File: config.mk
export PLATFORM = sky130hd
export DESIGN_NAME = mem_arbiter_flat
export DESIGN_NICKNAME = d
export VERILOG_FILES = /design/src/rtl/mem_arbiter_if.sv /design/src/rtl/mem_arbiter.sv /design/src/flat_wrapper.sv
export SDC_FILE = /design/constraint.sdc
export NUM_CORES = 1
export LEC_CHECK = 0
export BUFFER_PORTS_ARGS = -buffer_cell sky130_fd_sc_hd__buf_2
export CORE_UTILIZATION = 48
export CTS_CLUSTER_SIZE = 20
export DETAILED_ROUTE_END_ITERATION = 7
export GPL_TIMING_DRIVEN = 0
export PLACE_DENSITY = 0.84
export SLEW_MARGIN = 20
export SYNTH_ARGS = -nofsm -noshare
export SYNTH_HDL_FRONTEND = slang
export SYNTH_SLANG_ARGS = --single-unit
export TNS_END_PERCENT = 20
File: constraint.sdc
create_clock -name clk -period 4 [get_ports clk]
set_clock_uncertainty 0.2 [all_clocks]
set_input_delay 0.8 -clock clk [delete_from_list [all_inputs] [get_ports clk]]
set_output_delay 0.8 -clock clk [all_outputs]
set_load 0.02 [all_outputs]
File: src/rtl/mem_arbiter_if.sv
// Signal bundle between mem_arbiter, its two requesters and the MemoryChip pins.
// The master side is the requesters plus the chip; the slave side is the arbiter.
interface mem_arbiter_if #(
    parameter int nCells    = 8,
    parameter int WORD_SIZE = 8
);
    localparam int AW = (nCells > 1) ? $clog2(nCells) : 1;

    logic                 r0_valid;
    logic                 r0_ready;
    logic                 r0_we;
    logic [AW-1:0]        r0_addr;
    logic [WORD_SIZE-1:0] r0_wdata;
    logic                 r0_rvalid;
    logic [WORD_SIZE-1:0] r0_rdata;

    logic                 r1_valid;
    logic                 r1_ready;
    logic                 r1_we;
    logic [AW-1:0]        r1_addr;
    logic [WORD_SIZE-1:0] r1_wdata;
    logic                 r1_rvalid;
    logic [WORD_SIZE-1:0] r1_rdata;

    logic                 mem_WE_bar;
    logic                 mem_CS_bar;
    logic [AW-1:0]        mem_Address;
    logic [WORD_SIZE-1:0] mem_DataIn;
    logic [WORD_SIZE-1:0] mem_DataOut;

    logic                 busy;

    modport master (
        output r0_valid, r0_we, r0_addr, r0_wdata,
        output r1_valid, r1_we, r1_addr, r1_wdata,
        output mem_DataOut,
        input  r0_ready, r0_rvalid, r0_rdata,
        input  r1_ready, r1_rvalid, r1_rdata,
        input  mem_WE_bar, mem_CS_bar, mem_Address, mem_DataIn,
        input  busy
    );

    modport slave (
        input  r0_valid, r0_we, r0_addr, r0_wdata,
        input  r1_valid, r1_we, r1_addr, r1_wdata,
        input  mem_DataOut,
        output r0_ready, r0_rvalid, r0_rdata,
        output r1_ready, r1_rvalid, r1_rdata,
        output mem_WE_bar, mem_CS_bar, mem_Address, mem_DataIn,
        output busy
    );
endinterface

File: src/rtl/mem_arbiter.sv
// Round-robin two-requester controller for a single-port MemoryChip with
// registered active-low strobes and per-requester read-response pulses.
module mem_arbiter #(
    parameter int nCells    = 8,
    parameter int WORD_SIZE = 8
) (
    input  logic          clk,
    input  logic          rst,
    mem_arbiter_if.slave  bus
);
    localparam int AW = (nCells > 1) ? $clog2(nCells) : 1;
    localparam logic [AW:0] CELL_LIMIT = (AW + 1)'(nCells);

    typedef enum logic [1:0] {
        IDLE  = 2'd0,
        ISSUE = 2'd1,
        WAIT  = 2'd2
    } state_t;

    state_t state_reg, state_next;

    logic [1:0]           req_valid;
    logic [1:0]           req_we;
    logic [AW-1:0]        req_addr  [2];
    logic [WORD_SIZE-1:0] req_wdata [2];
    logic [1:0]           req_in_range;

    assign req_valid    = {bus.r1_valid, bus.r0_valid};
    assign req_we       = {bus.r1_we, bus.r0_we};
    assign req_addr[0]  = bus.r0_addr;
    assign req_addr[1]  = bus.r1_addr;
    assign req_wdata[0] = bus.r0_wdata;
    assign req_wdata[1] = bus.r1_wdata;

    // Only non-power-of-two depths can present addresses past the last cell.
    generate
        for (genvar gi = 0; gi < 2; gi++) begin : g_range
            assign req_in_range[gi] = ({1'b0, req_addr[gi]} < CELL_LIMIT);
        end
    endgenerate

    logic                 last_grant_reg, last_grant_next;
    logic                 grant_id_reg, grant_id_next;
    logic                 we_reg, we_next;
    logic                 in_range_reg, in_range_next;
    logic                 cs_bar_reg, cs_bar_next;
    logic                 we_bar_reg, we_bar_next;
    logic [AW-1:0]        mem_addr_reg, mem_addr_next;
    logic [WORD_SIZE-1:0] mem_din_reg, mem_din_next;
    logic [1:0]           ready;
    logic                 pick;
    logic                 capture;

    always_comb begin
        state_next      = state_reg;
        last_grant_next = last_grant_reg;
        grant_id_next   = grant_id_reg;
        we_next         = we_reg;
        in_range_next   = in_range_reg;
        cs_bar_next     = 1'b1;
        we_bar_next     = 1'b1;
        mem_addr_next   = mem_addr_reg;
        mem_din_next    = mem_din_reg;
        ready           = 2'b00;
        capture         = 1'b0;
        pick            = (&req_valid) ? ~last_grant_reg : req_valid[1];

        case (state_reg)
            IDLE: begin
                if (|req_valid) begin
                    ready           = pick ? 2'b10 : 2'b01;
                    grant_id_next   = pick;
                    last_grant_next = pick;
                    we_next         = req_we[pick];
                    in_range_next   = req_in_range[pick];
                    mem_addr_next   = req_addr[pick];
                    // Strobes are registered, so the ISSUE-cycle values are set here.
                    cs_bar_next     = ~req_in_range[pick];
                    we_bar_next     = ~(req_we[pick] & req_in_range[pick]);
                    if (req_we[pick]) begin
                        mem_din_next = req_wdata[pick];
                    end
                    state_next      = ISSUE;
                end
            end
            ISSUE: begin
                if (we_reg) begin
                    state_next = IDLE;
                end else begin
                    state_next  = WAIT;
                    cs_bar_next = ~in_range_reg;
                end
            end
            WAIT: begin
                state_next = IDLE;
                capture    = 1'b1;
            end
            default: begin
                state_next = IDLE;
            end
        endcase
    end

    always_ff @(posedge clk) begin
        if (rst) begin
            state_reg      <= IDLE;
            last_grant_reg <= 1'b1;
            grant_id_reg   <= 1'b0;
            we_reg         <= 1'b0;
            in_range_reg   <= 1'b0;
            cs_bar_reg     <= 1'b1;
            we_bar_reg     <= 1'b1;
            mem_addr_reg   <= '0;
            mem_din_reg    <= '0;
        end else begin
            state_reg      <= state_next;
            last_grant_reg <= last_grant_next;
            grant_id_reg   <= grant_id_next;
            we_reg         <= we_next;
            in_range_reg   <= in_range_next;
            cs_bar_reg     <= cs_bar_next;
            we_bar_reg     <= we_bar_next;
            mem_addr_reg   <= mem_addr_next;
            mem_din_reg    <= mem_din_next;
        end
    end

    // Sampling at the end of WAIT works for both combinational and one-cycle registered chips.
    generate
        for (genvar gi = 0; gi < 2; gi++) begin : g_resp
            logic                 rvalid_reg;
            logic [WORD_SIZE-1:0] rdata_reg;
            logic                 hit;

            assign hit = capture && (grant_id_reg == 1'(gi));

            always_ff @(posedge clk) begin
                if (rst) begin
                    rvalid_reg <= 1'b0;
                    rdata_reg  <= '0;
                end else begin
                    rvalid_reg <= hit;
                    if (hit) begin
                        rdata_reg <= in_range_reg ? bus.mem_DataOut : '0;
                    end
                end
            end
        end
    endgenerate

    assign bus.r0_ready    = ready[0];
    assign bus.r1_ready    = ready[1];
    assign bus.r0_rvalid   = g_resp[0].rvalid_reg;
    assign bus.r0_rdata    = g_resp[0].rdata_reg;
    assign bus.r1_rvalid   = g_resp[1].rvalid_reg;
    assign bus.r1_rdata    = g_resp[1].rdata_reg;
    assign bus.mem_CS_bar  = cs_bar_reg;
    assign bus.mem_WE_bar  = we_bar_reg;
    assign bus.mem_Address = mem_addr_reg;
    assign bus.mem_DataIn  = mem_din_reg;
    assign bus.busy        = (state_reg != IDLE);
endmodule
File: src/flat_wrapper.sv
// flat-port wrapper written by rule: the top's interface ports become plain ports
module mem_arbiter_flat 
#(
    parameter int nCells    = 8,
    parameter int WORD_SIZE = 8
)
  (clk, rst, bus_r0_valid, bus_r0_we, bus_r0_addr, bus_r0_wdata, bus_r1_valid, bus_r1_we, bus_r1_addr, bus_r1_wdata, bus_mem_DataOut, bus_r0_ready, bus_r0_rvalid, bus_r0_rdata, bus_r1_ready, bus_r1_rvalid, bus_r1_rdata, bus_mem_WE_bar, bus_mem_CS_bar, bus_mem_Address, bus_mem_DataIn, bus_busy);
  mem_arbiter_if #(.nCells(nCells), .WORD_SIZE(WORD_SIZE)) bus_i ();
  input  logic clk;
  input  logic rst;
  input wire logic [$bits(bus_i.r0_valid)-1:0] bus_r0_valid;
  input wire logic [$bits(bus_i.r0_we)-1:0] bus_r0_we;
  input wire logic [$bits(bus_i.r0_addr)-1:0] bus_r0_addr;
  input wire logic [$bits(bus_i.r0_wdata)-1:0] bus_r0_wdata;
  input wire logic [$bits(bus_i.r1_valid)-1:0] bus_r1_valid;
  input wire logic [$bits(bus_i.r1_we)-1:0] bus_r1_we;
  input wire logic [$bits(bus_i.r1_addr)-1:0] bus_r1_addr;
  input wire logic [$bits(bus_i.r1_wdata)-1:0] bus_r1_wdata;
  input wire logic [$bits(bus_i.mem_DataOut)-1:0] bus_mem_DataOut;
  output wire logic [$bits(bus_i.r0_ready)-1:0] bus_r0_ready;
  output wire logic [$bits(bus_i.r0_rvalid)-1:0] bus_r0_rvalid;
  output wire logic [$bits(bus_i.r0_rdata)-1:0] bus_r0_rdata;
  output wire logic [$bits(bus_i.r1_ready)-1:0] bus_r1_ready;
  output wire logic [$bits(bus_i.r1_rvalid)-1:0] bus_r1_rvalid;
  output wire logic [$bits(bus_i.r1_rdata)-1:0] bus_r1_rdata;
  output wire logic [$bits(bus_i.mem_WE_bar)-1:0] bus_mem_WE_bar;
  output wire logic [$bits(bus_i.mem_CS_bar)-1:0] bus_mem_CS_bar;
  output wire logic [$bits(bus_i.mem_Address)-1:0] bus_mem_Address;
  output wire logic [$bits(bus_i.mem_DataIn)-1:0] bus_mem_DataIn;
  output wire logic [$bits(bus_i.busy)-1:0] bus_busy;
  assign bus_i.r0_valid = bus_r0_valid;
  assign bus_i.r0_we = bus_r0_we;
  assign bus_i.r0_addr = bus_r0_addr;
  assign bus_i.r0_wdata = bus_r0_wdata;
  assign bus_i.r1_valid = bus_r1_valid;
  assign bus_i.r1_we = bus_r1_we;
  assign bus_i.r1_addr = bus_r1_addr;
  assign bus_i.r1_wdata = bus_r1_wdata;
  assign bus_i.mem_DataOut = bus_mem_DataOut;
  assign bus_r0_ready = bus_i.r0_ready;
  assign bus_r0_rvalid = bus_i.r0_rvalid;
  assign bus_r0_rdata = bus_i.r0_rdata;
  assign bus_r1_ready = bus_i.r1_ready;
  assign bus_r1_rvalid = bus_i.r1_rvalid;
  assign bus_r1_rdata = bus_i.r1_rdata;
  assign bus_mem_WE_bar = bus_i.mem_WE_bar;
  assign bus_mem_CS_bar = bus_i.mem_CS_bar;
  assign bus_mem_Address = bus_i.mem_Address;
  assign bus_mem_DataIn = bus_i.mem_DataIn;
  assign bus_busy = bus_i.busy;
  mem_arbiter #(.nCells(nCells), .WORD_SIZE(WORD_SIZE)) u_core (.clk(clk), .rst(rst), .bus(bus_i));
endmodule
### After elaboration in Yosys (flattened, before gate mapping)

Cells that the tools add are included.

* bitwise operators: 9
* eq/ne operators: 3
* magnitude comparators: 2
* mux-type cells: 21
* reduce and logical (&&, ||, !) cells: 9

Operator list (count)
* $mux 8: 4
* $mux 2: 5
* $mux 3: 3
* $mux 1: 7
* $not 1->1: 7
* $pmux 2 s2: 1
* $reduce_and 2->1: 2
* $reduce_and 3->1: 1
* $reduce_or 3->1: 1
* $eq 2x1->1 const B: 1
* $eq 2x2->1 const B: 1
* $ge 2x2->1 const B: 1
* $logic_and 1x1->1: 2
* $logic_not 2->1: 1
* $lt 1x2->1 const B: 1
* $ne 2x1->1 const B: 1
* $not 1->2: 1
* $pmux 1 s2: 1
* $reduce_bool 2->1: 1
* $reduce_or 2->1: 1
* $and 1x1->1: 1

* output and inout bits: 34
* bits of input ports: 36
* word-level logic and storage cells: 57
* register bits after elaboration: 37

### Longest topological paths before layout

Gate-level depths: netlist of run 1.

* depth after elaboration: 7
* gate-level depth with buffers: 7
* depth with buffers taken out: 4

### Worst setup path before layout of run 1

OpenSTA, ideal clock, no wires.

* path kind: input port to output port
* start point: in bus_r1_valid
* end point: out bus_r1_ready
* required time: 3.000 ns
* stages on the path: 4
* data arrival time: 1.560 ns
* setup slack: 1.440 ns
* path buffers: 2
* cell sequence: a21boi_1 buf_6 and2_1 clkbuf_1

* cells in the longest elaborated chain, start to end: 5
* elaborated cells on any way between the ends: 6
* those cells by class: 4 x mux; 2 x reduce/logical

Ends and longest elaborated chain
* start: declaration: RTL line flat_wrapper.sv:15 `input wire logic [$bits(bus_i.r1_valid)-1:0] bus_r1_valid;`
* $reduce_and 2->1: RTL line mem_arbiter.sv:66 `pick = (&req_valid) ? ~last_grant_reg : req_valid[1];`
* $mux 1: RTL line mem_arbiter.sv:66
* $mux 2: RTL line mem_arbiter.sv:71 `ready = pick ? 2'b10 : 2'b01;`
* $mux 2 *: RTL line mem_arbiter.sv:70 `if (|req_valid) begin`
* $mux 2 *: RTL line mem_arbiter.sv:68 `case (state_reg)`
* end: declaration: RTL line flat_wrapper.sv:23 `output wire logic [$bits(bus_i.r1_ready)-1:0] bus_r1_ready;`

Mark *: on every way between the ends. The rest lies on a longest branch, timed or not.

### Final worst setup path of run 1

* start point: in bus_r0_valid
* end point: out bus_r1_ready

* cells in the longest elaborated chain, start to end: 5
* elaborated cells on any way between the ends: 6
* those cells by class: 4 x mux; 2 x reduce/logical

Ends and longest elaborated chain
* start: declaration: RTL line flat_wrapper.sv:11 `input wire logic [$bits(bus_i.r0_valid)-1:0] bus_r0_valid;`
* $reduce_and 2->1: RTL line mem_arbiter.sv:66
* $mux 1: RTL line mem_arbiter.sv:66
* $mux 2: RTL line mem_arbiter.sv:71
* $mux 2 *: RTL line mem_arbiter.sv:70
* $mux 2 *: RTL line mem_arbiter.sv:68

Marks and branches as above.

==> impl_metrics.yaml, run 1 <==
pwr:
  power.density_nw_per_um2: 388
  finalPower_w: 0.000735
  peakVddDrop_mv: 0.236
  leakage_nw: 0.847
drt:
  first_iter_violations: 58
  drc: 7
  vias_per_cell: 5.33
  dr.pass1.iters: 6
  routed_wl_mm: 3.24
  vias: 1397
  ant_nets: 0
  wire_per_inst_um: 12.4
setup_path:
  reg2reg_slack_ns: 2.22
  crit_arrival_ns: 1.84
  critPathMaxFanout: 10
  cp-end-kind: "output port"
  reg2reg_from: "u_core.state_reg[0]"
  crit_chain: "buf_2 > a21boi_1 > buf_6 > and2_1 > clkbuf_1 > buf_2"
  critPathKind: "primary input to output port"
  max_stage_delay_ns: 0.22
  critical_path.startpoint_type: "primary input"
  worstRegToRegCells: 6
  crit_slowest_cell: "clkbuf_1"
  cp.required_ns: 3.00
  worstReg2RegEnd: "u_core.bus.mem_DataIn[6]"
  critPathMostFrequentCell: "buf_2"
cts:
  cts_root_buffer: "clkbuf_4"
  cts_tree: "built"
  clkTransAtPathRegs_ns: 0.09
  htreeDepth: 2
  cts_hold_buf: 0
  numCtsBuffers: 5
  cts_setup_buffers: 0
  cts_num_sinks: 37
  clk_path_buf_depth: 2
  cts-resized-gates: 0
  clk_latency_ns: 0.34
placement:
  place_inst: 254
  port_buffers: 68
  globalplace.congestion: 0.718
  dp_hpwl_mm: 2.40
sta:
  slew_violations: 0
  rsz0062_at_grt: "false"
  relSlewSlack: 0.594
  tightest_slew_ns: 0.609
  max_freq_ghz: 0.353
  min_period_ns: 2.84
  setup_viol: 0
  finalSetupTns_ns: 0
  post-route-period-util: 0.709
  final_hold_viol_count: 0
finish:
  final_common_cell: "buf_2"
  fillCellCount: 258
  antenna_cells: 0
  syn_to_final_growth_pct: 29.2
  final_cells: 262
  drive_gt1_frac: 0.381
  nNetsFinal: 266
  final_cell_mix: "buf_2, dfxtp_1, a21oi_1, nand3_1, nand2_1"
  final_util: 0.670
die:
  start_util: 0.518
  pin_count: 70
  fp.coreArea_um2: 2830
  die_h_um: 57.3
  dieArea_um2: 3280
  die_w_um: 57.3
  rows: 19
logic_synthesis:
  ys_types: 29
  yosys.area.top_type: "dfxtp_1"
  yosys_warnings: 0
  synth-async-reset-ratio: 0
  synthFlopType: "dfxtp_1"
  yosysSeqAreaShare: 0.505
  ys_seq_elements: 37
  syn_area_per_cell_um2: 9.46
  synth_edf_count: 0
  syn_inst: 155
  yosys.area.top_type_share: 0.505
  ys_top_cells_by_area: "dfxtp_1, a211oi_2, a21oi_1, mux2i_1, nand3_1"
  synth_nets: 191
  netlist_area_um2: 1470
outcome:
  status: "finished, violations left"
  violations: "design-rule violations"
worst_hold_path:
  min_delay_path_depth: 2
  min_from: "u_core.bus.r0_rdata[6]"
  hold_class: "flip-flop to flip-flop"
  min_delay_worst_endpoint: "u_core.bus.r0_rdata[6]"
global_routing:
  grt_usage: 0.219
  grt_pass1_vias: 1287
  antenna_found_initial: 0
  grt_max_degree: 11
  overflow: 0
  grt_pass1_wl_mm: 5.47
job:
  maxCapViolCount: 0
-- cells in the mapped netlist, drive strengths merged, types with 2 or more instances --
cell type  number
clkbuf          8
nor3            8
inv             2
nand3          16
buf             5
a21oi          19
nand2b          2
and3            2
a222oi          3
nor2            9
dfxtp          37
nand2          16
mux2i           8
a211oi          9
-- stage by stage --
| step | instance area [µm²] | hold slack [ns] | setup WS, ns |
|---|---|---|---|
| floorplan | 1470 | 0.214 | 1.44 |
| global placement | 1850 | 0.240 | 1.16 |
| detailed placement | 1850 | 0.247 | 1.16 |
| CTS | 1890 | 0.262 | 1.16 |
| global route | 1890 | 0.281 | 1.09 |
| finish | 1890 | 0.260 | 1.16 |
-- logic make-up after synthesis --
family,after synthesis,synth area share
and+or+nand+nor,61,0.212
DFF,37,0.505
AOI/OAI and AO/OA,34,0.173
buffers and inverters,15,0.0546
muxes,8,0.0546
-- per-layer routing --
metal,vias to the layer above,track usage,wire length [µm]
met2,54,0.385,1490
met5,-,0,0
met4,0,0.0627,42
met3,7,0.0816,277
met1,638,0.247,1420
li1,698,-,-
-- worst max-delay path by stage --
stage                 start            to  slack (ns)  cells past startpoint
2_1_floorplan  bus_r1_valid  bus_r1_ready        1.44                      4
3_3_place_gp   bus_r0_valid  bus_r1_ready        1.16                      6
3_5_place_dp   bus_r1_valid  bus_r1_ready        1.16                      6
4_1_cts        bus_r0_valid  bus_r1_ready        1.16                      6
5_1_grt        bus_r0_valid  bus_r1_ready        1.09                      6
6_report       bus_r0_valid  bus_r1_ready        1.16                      6
-- area by class of cell --
class,instances,area [µm²],share of cell area
plain buffers,13,72.6,0.0383
multi-input cells,103,646,0.341
inverters,2,7.51,0.00396
well taps,31,38.8,0.0205
repair buffers,68,340,0.180
flip-flops and latches,37,741,0.391
clock buffers,8,48.8,0.0258
-- where the power goes --
| part | internal, W | total (W) | switching (W) |
|---|---|---|---|
| logic | 0.0000622 | 0.000150 | 0.0000879 |
| registers | 0.000389 | 0.000401 | 0.0000112 |
| clock network | 0.0000700 | 0.000184 | 0.000114 |
-- worst max-delay path, delay by kind of cell --
family	cells	cell delay, ns
and+or+nand+nor	1	0.13
AOI/OAI and AO/OA	1	0.17
buffers and inverters	4	0.73
Power figures use the tool's default switching activity.
==> inputs of run 2 (changes only) <==
--- a/config.mk
+++ b/config.mk
@@ -6,11 +6,11 @@
 export NUM_CORES = 1
 export LEC_CHECK = 0
 export BUFFER_PORTS_ARGS = -buffer_cell sky130_fd_sc_hd__buf_2
-export CORE_UTILIZATION = 48
+export CORE_UTILIZATION = 45
 export CTS_CLUSTER_SIZE = 20
 export DETAILED_ROUTE_END_ITERATION = 7
 export GPL_TIMING_DRIVEN = 0
-export PLACE_DENSITY = 0.84
+export PLACE_DENSITY = 0.8
 export SLEW_MARGIN = 20
 export SYNTH_ARGS = -nofsm -noshare
 export SYNTH_HDL_FRONTEND = slang
==> constraint.sdc (replaced) <==
create_clock -name clk -period 2.8 [get_ports clk]
set_clock_uncertainty 0.2 [all_clocks]
set_input_delay 0.56 -clock clk [delete_from_list [all_inputs] [get_ports clk]]
set_output_delay 0.56 -clock clk [all_outputs]
set_load 0.02 [all_outputs]
==> impl_metrics.yaml, run 2 (same netlist as run 1, synthesis figures left out) <==
finish:
  final_area_um2: 1920
  final_util: 0.624
  syn_to_final_growth_pct: 31.0
  final_cell_mix: "buf_2, dfxtp_1, a21oi_1, nand3_1, nand2_1"
  nNetsFinal: 266
  antenna_cells: 0
  final_common_cell: "buf_2"
  drive_gt1_frac: 0.391
die:
  dieArea_um2: 3490
  fp.coreArea_um2: 3080
  start_util: 0.476
  pin_count: 70
  die_h_um: 59.1
  die_w_um: 59.1
  rows: 20
drt:
  wire_per_inst_um: 11.8
  drc: 0
  vias: 1391
  vias_per_cell: 5.08
  ant_nets: 0
  routed_wl_mm: 3.22
  dr.pass1.iters: 4
  first_iter_violations: 43
worst_hold_path:
  hold_class: "flip-flop to flip-flop"
setup_path:
  cp.buffers_inverters: 4
  crit_chain: "buf_2 > a21boi_1 > buf_6 > and2_1 > clkbuf_1 > buf_2"
  critical_path.startpoint_type: "primary input"
  cp-end-kind: "output port"
  max_stage_delay_ns: 0.21
  crit_arrival_ns: 1.59
  cp.required_ns: 2.04
  critPathMaxFanout: 10
  crit_slowest_cell: "clkbuf_1"
  critPathKind: "primary input to output port"
  critPathTopFamily: "buffers and inverters"
  critPathMostFrequentCell: "buf_2"
pwr:
  power.density_nw_per_um2: 557
  peakVddDrop_mv: 0.300
  leakage_nw: 0.851
sta:
  post-route-period-util: 0.839
  slew_violations: 0
  tightest_slew_ns: 0.587
  rsz0062_at_grt: "false"
  setup_viol: 0
  finalSetupTns_ns: 0
  holdWs_ns: 0.246
  final_hold_viol_count: 0
  min_period_ns: 2.35
  relSlewSlack: 0.609
  max_freq_ghz: 0.425
global_routing:
  grt_usage: 0.196
  grt_max_degree: 12
  grt_pass1_vias: 1237
  grt_pass1_wl_mm: 5.20
  antenna_found_initial: 0
  overflow: 0
job:
  maxCapViolCount: 0
outcome:
  status: "complete, no violations"
placement:
  dp_hpwl_mm: 2.41
  placed_cell_area_um2: 1860
  port_buffers: 68
  globalplace.congestion: 0.723
cts:
  htreeDepth: 2
  clkTransAtPathRegs_ns: 0.11
  cts_num_sinks: 37
  cts_root_buffer: "clkbuf_4"
  clk_path_buf_depth: 2
  cts_tree: "built"
  cts_setup_buffers: 0
  clk_latency_ns: 0.34
  cts_hold_buf: 0
  cts-resized-gates: 0
  numCtsBuffers: 5
[run 2: layout make-up]
| type | count | area, µm² |
|---|---|---|
| well taps | 44 | 55.1 |
| plain buffers | 13 | 72.6 |
| repair buffers | 68 | 340 |
| inverters | 2 | 7.51 |
| multi-input cells | 103 | 646 |
| fillers | 290 | 1160 |
| clock inverters | 1 | 7.51 |
| clock buffers | 6 | 51.3 |
| flip-flops and latches | 37 | 741 |
[run 2: worst paths after layout]
check	cells after the start	endpoint	slack [ns]	from
worst max-delay path	6	bus_r1_ready	0.45	bus_r1_valid
worst min-delay path	1	u_core.state_reg[1]	0.25	u_core.we_reg
worst max register to register	6	u_core.bus.mem_DataIn[2]	1.03	u_core.state_reg[0]
worst min register to register	1	u_core.state_reg[1]	0.25	u_core.we_reg
[run 2: routing by layer]
layer / wire length (µm) / track usage
met5: 0 / 0
met4: 38 / 0.0816
met3: 274 / 0.0633
met2: 1460 / 0.341
met1: 1450 / 0.219
[run 2: power by group]
group	internal [W]	switching (W)
clock network	0.000118	0.000166
logic	0.0000888	0.000125
registers	0.000556	0.0000159
[run 2: per-stage QoR]
stage	worst slack, ns	instances	power [W]
floorplan	0.720	155	0.000727
global placement	0.444	267	0.000797
finish	0.449	274	0.00107
detailed placement	0.451	267	0.000800
global route	0.350	274	0.00112
CTS	0.449	274	0.00108
==> inputs of run 3 (changes only) <==
--- a/config.mk
+++ b/config.mk
@@ -5,12 +5,13 @@
 export SDC_FILE = /design/constraint.sdc
 export NUM_CORES = 1
 export LEC_CHECK = 0
+export ABC_AREA = 1
 export BUFFER_PORTS_ARGS = -buffer_cell sky130_fd_sc_hd__buf_2
-export CORE_UTILIZATION = 45
+export CORE_UTILIZATION = 46
 export CTS_CLUSTER_SIZE = 20
 export DETAILED_ROUTE_END_ITERATION = 7
 export GPL_TIMING_DRIVEN = 0
-export PLACE_DENSITY = 0.8
+export PLACE_DENSITY = 0.81
 export SLEW_MARGIN = 20
 export SYNTH_ARGS = -nofsm -noshare
 export SYNTH_HDL_FRONTEND = slang
==> constraint.sdc (replaced) <==
create_clock -name clk -period 2.2 [get_ports clk]
set_clock_uncertainty 0.2 [all_clocks]
set_input_delay 0.44 -clock clk [delete_from_list [all_inputs] [get_ports clk]]
set_output_delay 0.44 -clock clk [all_outputs]
set_load 0.02 [all_outputs]
==> impl_metrics.yaml, run 3 <==
outcome:
  status: "complete, no violations"
cts:
  clk_path_buf_depth: 2
  cts_tree: "built"
  cts_root_buffer: "clkbuf_4"
  cts_num_sinks: 37
  clk_latency_ns: 0.35
  htreeDepth: 2
  numCtsBuffers: 5
  clkTransAtPathRegs_ns: 0.12
placement:
  port_buffers: 68
  globalplace.congestion: 0.765
  dp_hpwl_mm: 2.51
  placed_cell_area_um2: 1930
pwr:
  clkPwrFrac: 0.316
  power.density_nw_per_um2: 769
  switching_power_w: 0.000461
  peakVddDrop_mv: 0.470
  leakage_nw: 1.13
  swShare: 0.293
  p_int_w: 0.00111
  power_frac_comb: 0.211
  finalPower_w: 0.00157
  seqPwrFrac: 0.473
die:
  die_h_um: 59.8
  die_w_um: 59.8
  rows: 20
  start_util: 0.495
  dieArea_um2: 3580
  fp.coreArea_um2: 3100
  pin_count: 70
setup_path:
  cp.buffers_inverters: 3
  critical_path.startpoint_type: "flip-flop"
  critPathMaxFanout: 7
  critPathKind: "flip-flop to output port"
  max_stage_delay_ns: 0.37
  cp.required_ns: 1.56
  reg2reg_slack_ns: 0.75
  crit_chain: "inv_2 > nand2_4 > nor2_8 > clkinvlp_4 > nor2_1 > buf_2"
  crit_slowest_cell: "dfxtp_1"
  crit_arrival_ns: 1.46
  cp-end-kind: "output port"
  critPathTopFamily: "buffers and inverters"
sta:
  final_hold_viol_count: 0
  tightest_slew_ns: 0.401
  relSlewSlack: 0.733
  post-route-period-util: 0.956
  min_period_ns: 2.10
  max_freq_ghz: 0.475
  rsz0062_at_grt: "false"
  setup_viol: 0
  slew_violations: 0
  finalSetupTns_ns: 0
global_routing:
  overflow: 0
  grt_usage: 0.212
  grt_pass1_vias: 1368
  grt_pass1_wl_mm: 5.64
  grt_max_degree: 13
  antenna_found_initial: 0
logic_synthesis:
  synth-async-reset-ratio: 0
  synthTopCellsByCount: "nand2_1, dfxtp_1, nor2_1"
  yosysSeqAreaShare: 0.482
  yosysMostFrequentCell: "nand2_1"
  ys_types: 23
  syn_inst: 211
  synth_nets: 247
  yosys.area.top_type: "dfxtp_1"
  synth_edf_count: 0
  syn_area_per_cell_um2: 7.28
  yosys_warnings: 0
  netlist_area_um2: 1540
  ys_top_cells_by_area: "dfxtp_1, nand2_1, a21oi_1, nor2_1, inv_1"
  yosys.area.top_type_share: 0.482
  ys_seq_elements: 37
  synthFlopType: "dfxtp_1"
finish:
  nNetsFinal: 324
  drive_gt1_frac: 0.343
  final_area_um2: 2050
  final_common_cell: "buf_2"
  antenna_cells: 0
  final_cell_mix: "buf_2, nand2_1, dfxtp_1, nor2_1, a21oi_1"
  syn_to_final_growth_pct: 33.1
  final_util: 0.659
drt:
  ant_nets: 0
  wire_per_inst_um: 10.3
  routed_wl_mm: 3.43
  vias: 1505
  vias_per_cell: 4.52
  first_iter_violations: 58
  drc: 0
  dr.pass1.iters: 5
worst_hold_path:
  hold_class: "primary input to flip-flop"
job:
  maxCapViolCount: 0
[run 3: changes by cell type after synthesis, sizes merged, moves of 8 or more]
cell	previous run	this run
nand2	16	73
inv	2	20
nor2	9	26
o21ai	1	14
a211oi	9	0
mux2i	8	0
nand3	16	8
[run 3: area by class of cell]
cell class / count / area (µm²)
clock buffer: 6 / 51.3
clock inverter: 2 / 37.5
inverter: 20 / 78.8
buffer: 9 / 61.3
multi-input combinational: 145 / 666
fill: 300 / 1060
timing repair buffer: 70 / 355
sequential: 37 / 741
tap: 44 / 55.1
[run 3: kinds of logic after synthesis]
group,count (synthesis),synth area share
AO/OA/AOI/OAI,35,0.116
buffers and inverters,29,0.0847
flip-flops,37,0.482
AND/OR/NAND/NOR,110,0.318
[run 3: path summary, 6_finish.rpt]
check                               to                 startpoint  depth (start not counted)
max reg2reg   u_core.bus.mem_DataIn[0]        u_core.state_reg[1]                          7
min reg2reg  u_core.bus.mem_Address[2]  u_core.bus.mem_Address[2]                          2
min             u_core.bus.r0_rdata[0]         bus_mem_DataOut[0]                          3
max                       bus_r0_ready        u_core.state_reg[1]                          6
[run 3: timing repair]
item / 4_1_cts / 5_1_grt
hold buffers: 0 / 0
endpoints found under the setup margin: 0 / 2
gates resized for setup: 0 / 5
buffers inserted: 0 / 2
[run 3: power by group through the flow]
stage          clock (W)  combinational [W]  sequential (W)
3_3_place_gp           0           0.000318        0.000758
4_1_cts         0.000505           0.000323        0.000744
3_5_place_dp           0           0.000322        0.000759
2_1_floorplan          0           0.000170        0.000804
5_1_grt         0.000534           0.000373        0.000749
6_report        0.000497           0.000333        0.000744
[run 3: worst register-to-register path: cells and delay by family, from the launching register on]
| kind | cells | cell delay [ns] |
|---|---|---|
| buffers and inverters | 2 | 0.28 |
| AND/OR/NAND/NOR | 5 | 0.51 |
| flip-flops | 1 | 0.37 |
[run 3: stage by stage]
step	instances	hold WS [ns]	setup WS (ns)
after global placement	323	0.244	0.183
after detailed placement	323	0.253	0.158
after floorplan	211	0.225	0.435
after global routing	333	0.148	0.00692
final	333	0.142	0.0961
after CTS	331	0.130	0.0183
[run 3: metal layers]
metal | routed length (µm) | global-route usage | up-vias
li1 | - | - | 821
met1 | 1630 | 0.259 | 639
met2 | 1590 | 0.352 | 40
met3 | 156 | 0.0455 | 5
met4 | 48 | 0.0997 | 0
met5 | 0 | 0 | -
